## src/rtl/mux_rr_sched.sv

```systemverilog
`default_nettype none
// ============================================================================
// Module  : mux_rr_sched
// Brief   : Round-robin scheduler sharing one N:1 data mux behind a single
//           registered output stage with valid/ready handshake.
// Revision: 1.0 - initial release
// ============================================================================
module mux_rr_sched #(
  parameter int WD     = 8,
  parameter int bitsel = 2
) (
  input  logic                   clk,
  input  logic                   rst_n,
  input  logic [2**bitsel-1:0]   req,
  input  logic [WD-1:0]          in [2**bitsel],
  output logic [2**bitsel-1:0]   ack,
  output logic [WD-1:0]          out,
  output logic                   out_valid,
  input  logic                   out_ready,
  output logic [bitsel-1:0]      sel
);

  localparam int N = 2**bitsel;

  localparam logic [0:0] S_IDLE = 1'b0;
  localparam logic [0:0] S_BUSY = 1'b1;

  logic [0:0]        r_state;
  logic [0:0]        w_state_nxt;
  logic [bitsel-1:0] r_ptr;
  logic [WD-1:0]     r_out;
  logic [bitsel-1:0] r_sel;
  logic [bitsel-1:0] w_idx;
  logic [bitsel-1:0] w_winner;
  logic              w_found;
  logic              w_load;

  // Search starts at the priority pointer and wraps naturally in bitsel bits.
  always_comb begin
    w_found  = 1'b0;
    w_winner = '0;
    w_idx    = '0;
    for (int k = 0; k < N; k++) begin
      w_idx = r_ptr + bitsel'(k);
      if (!w_found && req[w_idx]) begin
        w_found  = 1'b1;
        w_winner = w_idx;
      end
    end
  end

  // rst_n gates load so ack stays low throughout reset.
  assign w_load = rst_n && w_found && ((r_state == S_IDLE) || out_ready);

  // State register
  always_ff @(posedge clk or negedge rst_n) begin
    if (!rst_n) r_state <= S_IDLE;
    else        r_state <= w_state_nxt;
  end

  // Next-state logic
  always_comb begin
    w_state_nxt = r_state;
    case (r_state)
      S_IDLE:  if (w_load) w_state_nxt = S_BUSY;
      S_BUSY:  if (out_ready) w_state_nxt = w_load ? S_BUSY : S_IDLE;
      default: w_state_nxt = S_IDLE;
    endcase
  end

  // Output logic
  always_comb begin
    ack = '0;
    if (w_load) ack[w_winner] = 1'b1;
    out_valid = (r_state == S_BUSY);
  end

  always_ff @(posedge clk or negedge rst_n) begin
    if (!rst_n) begin
      r_ptr <= '0;
      r_out <= '0;
      r_sel <= '0;
    end else if (w_load) begin
      r_ptr <= w_winner + 1'b1;
      r_out <= in[w_winner];
      r_sel <= w_winner;
    end
  end

  assign out = r_out;
  assign sel = r_sel;

endmodule
`default_nettype wire
```

## config.mk

```make
export PLATFORM = sky130hd
export DESIGN_NAME = mux_rr_sched
export DESIGN_NICKNAME = d
export VERILOG_FILES = /design/src/rtl/mux_rr_sched.sv
export SDC_FILE = /design/constraint.sdc
export NUM_CORES = 1
export LEC_CHECK = 0
export CAP_MARGIN = 20
export CORE_MARGIN = 1
export CORE_UTILIZATION = 25
export DETAILED_ROUTE_END_ITERATION = 6
export GPL_TIMING_DRIVEN = 0
export PLACE_DENSITY_LB_ADDON = 0.05
export SYNTH_ARGS = -nofsm -noshare
export SYNTH_HDL_FRONTEND = slang
export SYNTH_SLANG_ARGS = --single-unit
```

## constraint.sdc

```tcl
create_clock -name clk -period 2.16 [get_ports clk]
set_input_delay 0.432 -clock clk [delete_from_list [all_inputs] [get_ports clk]]
set_output_delay 0.432 -clock clk [all_outputs]
set_load 0.1 [all_outputs]
```

Yosys cells after proc, flatten, opt, wreduce, memory -nomap -nowiden

Cells that the tools add are included.

Input bits: 39
Word-level logic and storage cells: 52
Flip-flop bits (word level): 13

Multiplexer cells: 25
Bitwise gates (word level): 2
Add/sub/neg operators: 4
Reductions and logical operators: 10
Magnitude comparators: 7

Operators by type and width:

| cell                                                                                | count |
|---|---|
| 8-bit binary-select mux with 2-bit select                                           | 1 |
| 8-bit 2-to-1 mux                                                                    | 2 |
| 2-bit by 3-bit < comparator with 1-bit output, second input constant                | 5 |
| 1-bit 2-to-1 mux                                                                    | 11 |
| 1-bit binary-select mux with 2-bit select                                           | 4 |
| 2-bit 2-to-1 mux                                                                    | 4 |
| 1-bit logical AND                                                                   | 6 |
| 2-bit by 1-bit adder with 2-bit output, second input constant                       | 2 |
| 2-bit adder, second input constant                                                  | 2 |
| 4-bit 2-to-1 mux                                                                    | 1 |
| 3-bit greater-or-equal comparator, second input constant                            | 1 |
| 1-bit logical NOT                                                                   | 3 |
| 2-bit inverter with 3-bit output                                                    | 1 |
| 1-bit demux with 2-bit select                                                       | 1 |
| 2-bit by 1-bit greater-or-equal comparator with 1-bit output, second input constant | 1 |
| 1-bit one-hot mux with 2 select lines                                               | 1 |
| 1-bit logical OR                                                                    | 1 |
| 1-bit inverter                                                                      | 1 |

Longest topological paths before layout

Gate-level depths: netlist of the first run.

Depth after elaboration: 17
Mapped depth: 7
Gate-level depth less buffers: 7

Worst setup path before layout of the first run

OpenSTA, ideal clock, no wires.

Path type: flip-flop to output port
Start point: register r_state, in the netlist out_valid
End point: output port ack[0]
Stages on the path, launching flop included: 4
Required time: 1728 ps
Path buffers: 0
Setup slack: -361 ps
Data arrival time: 2089 ps
Path through: dfrtp_1 nand2b_1 nor2b_1 and2_1

Word-level cells in the longest chain between the ends: 4

Ends and longest elaborated chain:

| item                     | line | text |
|---|---|---|
| start: declaration       | 28   | `logic [0:0] r_state;` |
| start signal: assignment | 58   | `else r_state <= w_state_nxt;` |
| 1-bit inverter           | -    |  |
| 1-bit logical OR         | 53   | `assign w_load = rst_n && w_found && ((r_state == S_IDLE) \|\| out_ready);` |
| 1-bit logical AND        | 53   |  |
| 4-bit 2-to-1 mux         | 74   | `if (w_load) ack[w_winner] = 1'b1;` |
| end: declaration         | 16   | `output logic [2**bitsel-1:0] ack,` |

No other way between the ends.

Worst setup path in the final report of the first run

Start point: register r_ptr[1]
End point: output port ack[1]

Word-level cells in the longest chain between the ends: 17
Elaborated cells between the ends (all ways): 33
Those cells by class: 3 x add/sub; 2 x order compare; 19 x mux; 9 x reduce/logical

Ends and longest elaborated chain:

| item                                                                                                                                                       | line | text |
|---|---|---|
| start: declaration                                                                                                                                         | 30   | `logic [bitsel-1:0] r_ptr;` |
| start signal: assignment                                                                                                                                   | 84   | `r_ptr <= w_winner + 1'b1;` |
| parallel branches: the longest is 11 deep, another holds 2-bit by 1-bit adder with 2-bit output                                                            | -    |  |
| 2-bit 2-to-1 mux (*)                                                                                                                                       | 45   | `if (!w_found && req[w_idx]) begin` |
| named net w_winner[0]                                                                                                                                      | 34   | `logic [bitsel-1:0] w_winner;` |
| 2-bit by 3-bit < comparator with 1-bit output (implied by the code) / 2-bit by 1-bit greater-or-equal comparator with 1-bit output (equally long branches) | 74   |  |
| 1-bit logical AND (implied by the code)                                                                                                                    | 74   |  |
| 1-bit 2-to-1 mux (implied by the code)                                                                                                                     | 74   |  |
| 1-bit demux with 2-bit select (*)                                                                                                                          | 74   |  |
| 4-bit 2-to-1 mux (*)                                                                                                                                       | 74   |  |

Mark *: on every way through the listed nets, which the timed path passes. The select of a mux whose other input is x is not followed.

==> metrics.txt, run 1 <==
ANT nets after route 0; FF-to-FF End out[0]; Worst Setup End Kind output pin; Detailed Routing Iterations Pass 1 4; Die Span Y about 64 um; largest net degree at the start of global routing 15; MaxCap Viol Count 0; Logic pwr share ~69%; die area about 0.0041 mm2; fmax around 0.44 GHz; Critical Path Max Stage Delay 0.41 ns; Hold Crit Class in -> async; startpoint types register; internal power between 0.9 and 1 mW; Power Density approximately 1100 mW/mm2; Final Cycle Share 104%; area grow syn2layout 80.8%; Mapped Area 973 um2; Starting Density between 20% and 30%; CP arrival ~1.8 ns; gate family responsible for the most delay along the worst path simple AND/OR/NAND/NOR gates; die width about 64 um; total power between 2 and 2.5 mW; Layout Skew 0.00621 ns; first-pass GRT wire length about 4700 um; VDD IR max slightly below 500 uV; Net Sw Frac between 50 and 60%; synth warn 0; DRT iter0 DRCs 38; worst-margin pin slew 0.960 ns; Cell variety after synth 29; crit-path max FO 6; final instance area 0.00176 mm2; DP Cell Count around 200; core area between 0.003 and 0.004 mm2; Worst R2R Start r_ptr[0]; initial antenna violation count 0; TritonCTS clock tree built; # hold bufs at CTS 0; syn nets about 140; number of fill cells 383; final setup margin -0.0896 ns; Antenna Cells 0; Num CTS Buffers 3; nets 207; Final Hold Viols 0; synthesized flop and latch total 13; Clock Path Buffers 2; Setup violations, final 4; fraction of layout cells with a size suffix above 1 a little under a third; number of H-tree levels 1; status finished, violations left; WP depth 7; vias approximately 1,000; global-route usage over all layers between 10 and 15%; Setup TNS -0.353 ns; sequential share of the synthesized area about a third; IO Pins 54; failing checks negative setup slack; reg-to-reg setup timing slack 0.16 ns; Max-Slew Margin vs Limit 36.3%; fin. max-slew vios 0; Syn Area/Cell 10.1 um2; Reg power frac about a fifth; routed wire length slightly above 3000 um; non-filler cells, final about 210; RSZ-0062 raised after global routing true; critical path, cell by cell mux2i_1 -> nor2_1 -> or3_4 -> inv_2 -> ha_1 -> and2_4 -> buf_12; P_leak 0.784 nW; slowest library cell on the worst path dfrtp_2; Clock Power Share between 10% and 20%; Syn Inst Count between 90 and 100; critical path class reg -> out; port bufs 53; WL per Instance ~14 um; Num Clock Sinks 13; DRC viols 0; Detail Placement HPWL 2050 um; Placed Instance Area ~0.0016 mm2; vias in the first global route 970; RD Place Congestion roughly 0.71; switching power about 1.1 mW; final period demand of the worst path roughly 2.2 ns; WP buf/inv 2; clock-pin slew on the worst setup and hold paths 0.06 ns; Reg2Reg Depth 8; Critical Path RT ~1.7 ns; Avg Vias per Cell roughly 5; clk_lat worst skew approximately 0.25 ns; utilization after layout a little under half; grt ovf 0; FP Rows 22; Clk Tree Root Cell clkbuf_8
## registers in the layout (all words and copies together), names as in the netlist
register	count
out_valid	1
out	8
r_ptr	2
sel	2
## layout by cell type (no fill, tap or decap), types with 3 or more instances in the layout
cell and n:
nand3_1 8, nor2_1 3, dlygate4sd2_1 12, o21ai_0 9
mux2_4 8, a21oi_1 9, buf_4 9, dfrtp_1 12
clkdlybuf4s50_1 33, and2_4 3, buf_12 5, buf_2 4
nand2_1 6, clkbuf_8 3, nand2b_1 3, a221o_1 8
## Yosys cell counts
library cell | n | area, um2
mux2_4 | 8 | 120
dfrtp_1 | 13 | 325
nor2_4 | 1 | 11.3
o31ai_2 | 1 | 12.5
and2_4 | 1 | 8.76
o211a_4 | 1 | 17.5
ha_1 | 4 | 50.1
nor2_1 | 3 | 11.3
a221o_1 | 8 | 80.1
or3_1 | 1 | 6.26
nand2b_1 | 4 | 25.0
a21o_1 | 1 | 7.51
o41ai_2 | 1 | 16.3
mux2i_1 | 1 | 10.0
nor2_8 | 1 | 20.0
and2_1 | 4 | 25.0
buf_4 | 1 | 7.51
a21oi_1 | 9 | 45.0
o21ba_1 | 1 | 10.0
buf_2 | 1 | 5.00
o211ai_1 | 1 | 7.51
o21ai_0 | 9 | 45.0
nor2b_1 | 1 | 6.26
nor3b_1 | 1 | 7.51
inv_1 | 3 | 11.3
nand2_1 | 6 | 22.5
o21bai_2 | 1 | 11.3
and2b_1 | 1 | 7.51
nand3_1 | 8 | 40.0
## cell type report
cell class	count	area, um2	share of cell area (%)
plain buffers	2	16.3	0.924
clock buffers	4	45.0	2.56
inverters	3	11.3	0.640
multi-input cells	78	672	38.2
flip-flops and latches	13	327	18.6
well taps	48	60.1	3.41
repair buffers	63	629	35.7
## worst max-delay path by stage
| stage | startpoint | endpoint | slack (ns) |
|---|---|---|---|
| 2_1_floorplan | out_valid | ack[0] | -0.08 |
| 3_3_place_gp | rst_n | ack[2] | -1.73 |
| 3_5_place_dp | rst_n | ack[0] | -1.71 |
| 4_1_cts | r_ptr[1] | ack[3] | -0.09 |
| 5_1_grt | r_ptr[1] | ack[1] | -0.16 |
| 6_report | r_ptr[1] | ack[1] | -0.09 |
## power by group through the flow
stage	Combinational [mW]	Clock, mW	Sequential [mW]
after floorplan	0.435	0	0.907
after global placement	1.28	0	0.394
after detailed placement	1.28	0	0.391
after CTS	1.39	0.237	0.385
after global routing	1.45	0.244	0.400
final	1.39	0.230	0.384
## repair_timing
action                     CTS  global route
pin swaps                    4             0
setup buffers               10             0
hold endpoints to repair     0             0
resized for setup           76             1
setup endpoints to repair   27             4
## layer usage
| layer | global-route usage [%] | share of wire (%) | vias to the layer above |
|---|---|---|---|
| met5 | 0 | 0 | - |
| li1 | - | - | 492 |
| met1 | 19.7 | 46 | 499 |
| met4 | 3.33 | 0.53 | 0 |
| met2 | 24.7 | 49 | 39 |
| met3 | 2.68 | 4.5 | 2 |
## cell families after synthesis
family | synth area share (%)
muxes | 13.4
buffers and inverters | 2.44
AOI/OAI and AO/OA | 26.0
adders and majority gates | 5.14
DFF | 33.4
and+or+nand+nor | 19.7
## per-stage QoR
stage	worst slack [ns]	hold slack (ns)
after floorplan	-0.0826	0.136
after global placement	-1.73	0.469
after detailed placement	-1.71	0.473
after CTS	-0.0936	0.206
after global routing	-0.162	0.105
final	-0.0896	0.0823
(Power assumes the default switching activity.)
==> inputs of run 2 (changes only) <==
==> constraint.sdc (replaced) <==
create_clock -name clk -period 2.16 [get_ports clk]
set_input_delay 0.432 -clock clk [delete_from_list [all_inputs] [get_ports clk]]
set_output_delay 0.432 -clock clk [all_outputs]
set_load 0.01 [all_outputs]
==> metrics.txt, run 2 (synthesized netlist as in run 1, its figures left out) <==
die width 64.4 um; die area about 0.0041 mm2; non-filler cells, final around 210; Setup violations, final 4; VDD IR max between 300 and 400 uV; vias approximately 1,000; Net Sw Frac between 30 and 40%; Worst Setup End Kind output pin; crit-path max FO 6; status finished, violations left; clk_lat worst skew approximately 0.25 ns; Reg power frac 27.2%; grt ovf 0; initial antenna violation count 0; clock-pin slew on the worst setup and hold paths roughly 0.060 ns; FF-to-FF End out[3]; final period demand of the worst path 2.17 ns; Worst setup endpoint ack[2]; CP arrival 1.73 ns; register cell area after layout roughly 330 um2; Reg2Reg Depth 7; DRC viols 0; first-pass GRT wire length between 4000 and 5000 um; most common cell after layout, fill and taps aside clkdlybuf4s50_1; Starting Density about a quarter; FP Rows 22; port bufs 53; Num Clock Sinks 13; Critical Path Max Stage Delay ~0.42 ns; number of fill cells roughly 380; Avg Vias per Cell ~5; Antenna Cells 0; nets 207; fraction of layout cells with a size suffix above 1 between 20% and 30%; utilization after layout 45.8%; Die Span Y 64.4 um; IO Pins 54; gate family responsible for the most delay along the worst path simple AND/OR/NAND/NOR gates; largest net degree at the start of global routing 15; internal power ~0.93 mW; fin. max-slew vios 0; Final Hold Viols 0; final instance area roughly 0.0017 mm2; max reg flops 8; DRT iter0 DRCs between 60 and 70; most frequent cells in the layout clkdlybuf4s50_1, dfrtp_1, buf_4; fmax approximately 0.46 GHz; DP Cell Count 197; Detail Placement HPWL 2220 um; slowest library cell on the worst path dfrtp_2; RD Place Congestion approximately 0.78; MaxCap Viol Count 0; routed wire length between 3000 and 4000 um; number of H-tree levels 1; Clock Path Buffers 2; Logic pwr share between 50% and 60%; failing checks negative setup slack; Clk Tree Root Cell clkbuf_8; critical path class reg -> out; Worst R2R Start r_ptr[1]; WL per Instance 14.7 um; Critical Path RT around 1.7 ns; Detailed Routing Iterations Pass 1 4; Placed Instance Area roughly 0.0016 mm2; reg-to-reg setup timing slack ~0.040 ns; Max-Slew Margin vs Limit roughly half; WP depth 6; ANT nets after route 0; global-route usage over all layers 15.6%; final setup margin -0.00573 ns; vias in the first global route approximately 1,000; multi-input logic area around 640 um2; Layout Skew between 0.004 and 0.005 ns; worst-margin pin slew around 0.73 ns; Power Density about 840 mW/mm2; startpoint types register; WP buf/inv 1; Final Cycle Share 100%; Num CTS Buffers 3; TritonCTS clock tree built; P_leak between 0.7 and 0.8 nW; area grow syn2layout 73.5%; Hold Crit Class in -> async; Clock Power Share between 10% and 20%; crit path launch r_ptr[1]; critical path, cell by cell mux2i_1 -> nor2_1 -> or3_4 -> ha_2 -> and2_1 -> buf_2; core area around 0.0037 mm2; RSZ-0062 raised after global routing true; switching power a little under 0.5 mW
[run 2: cell types whose count changed in the layout (fill, tap and decap cells not counted)]
| cell | previous run | this run |
|---|---|---|
| clkdlybuf4s50_1 | 33 | 44 |
| inv_2 | 2 | 1 |
| dlygate4sd2_1 | 12 | 1 |
| buf_4 | 9 | 10 |
| and2_4 | 3 | 1 |
| buf_12 | 5 | 0 |
| ha_2 | 0 | 2 |
| ha_4 | 2 | 0 |
| buf_2 | 4 | 6 |
| clkdlybuf4s15_2 | 1 | 3 |
| and2_2 | 2 | 0 |
| and2_1 | 0 | 4 |
| inv_4 | 0 | 1 |
[run 2: power groups by stage]
stage               Sequential [mW]  Clock, mW  Combinational, mW
CTS                           0.388      0.235              0.795
global placement              0.391          0              0.711
detailed placement            0.391          0              0.720
finish                        0.387      0.226              0.808
floorplan                     0.418          0              0.369
global route                  0.398      0.243              0.877
[run 2: how the worst min path moves through the flow]
stage / from / endpoint / slack (ns)
finish: rst_n / r_ptr[0] / 0.20
global route: rst_n / out[2] / 0.21
CTS: rst_n / out_valid / 0.21
detailed placement: sel[0] / sel[0] / 0.47
global placement: sel[0] / sel[0] / 0.47
floorplan: rst_n / out[0] / 0.14
[run 2: what timing repair did]
item                                    in CTS  in global routing
gates resized for setup                     39                  1
pin swaps                                    4                  0
endpoints found under the setup margin      16                  4
setup buffers                                8                  2
hold buffers                                 0                  0
gates cloned                                 0                  0
[run 2: layer usage]
layer,track usage [%],share of wire (%)
met3,5.54,6.5
met1,18.7,44
met4,4.44,0.58
met5,0,0
met2,26.1,49
[run 2: stage by stage]
stage | power (mW) | setup TNS (ns) | hold WS (ns) | worst slack, ns
after CTS | 1.42 | -0.0838 | 0.207 | -0.0245
after global routing | 1.52 | -0.659 | 0.213 | -0.122
after floorplan | 0.787 | 0 | 0.136 | 0.192
after detailed placement | 1.11 | -9.94 | 0.469 | -1.06
after global placement | 1.10 | -10.11 | 0.466 | -1.07
final | 1.42 | -0.0179 | 0.199 | -0.00573
[run 2: area by class of cell]
| class | instances | area share (%) |
|---|---|---|
| Buffer | 2 | 0.963 |
| Sequential cell | 13 | 19.3 |
| Multi-Input combinational cell | 78 | 38.1 |
| Clock buffer | 4 | 2.67 |
| Timing Repair Buffer | 63 | 34.5 |
| Tap cell | 48 | 3.56 |
| Inverter | 3 | 0.815 |
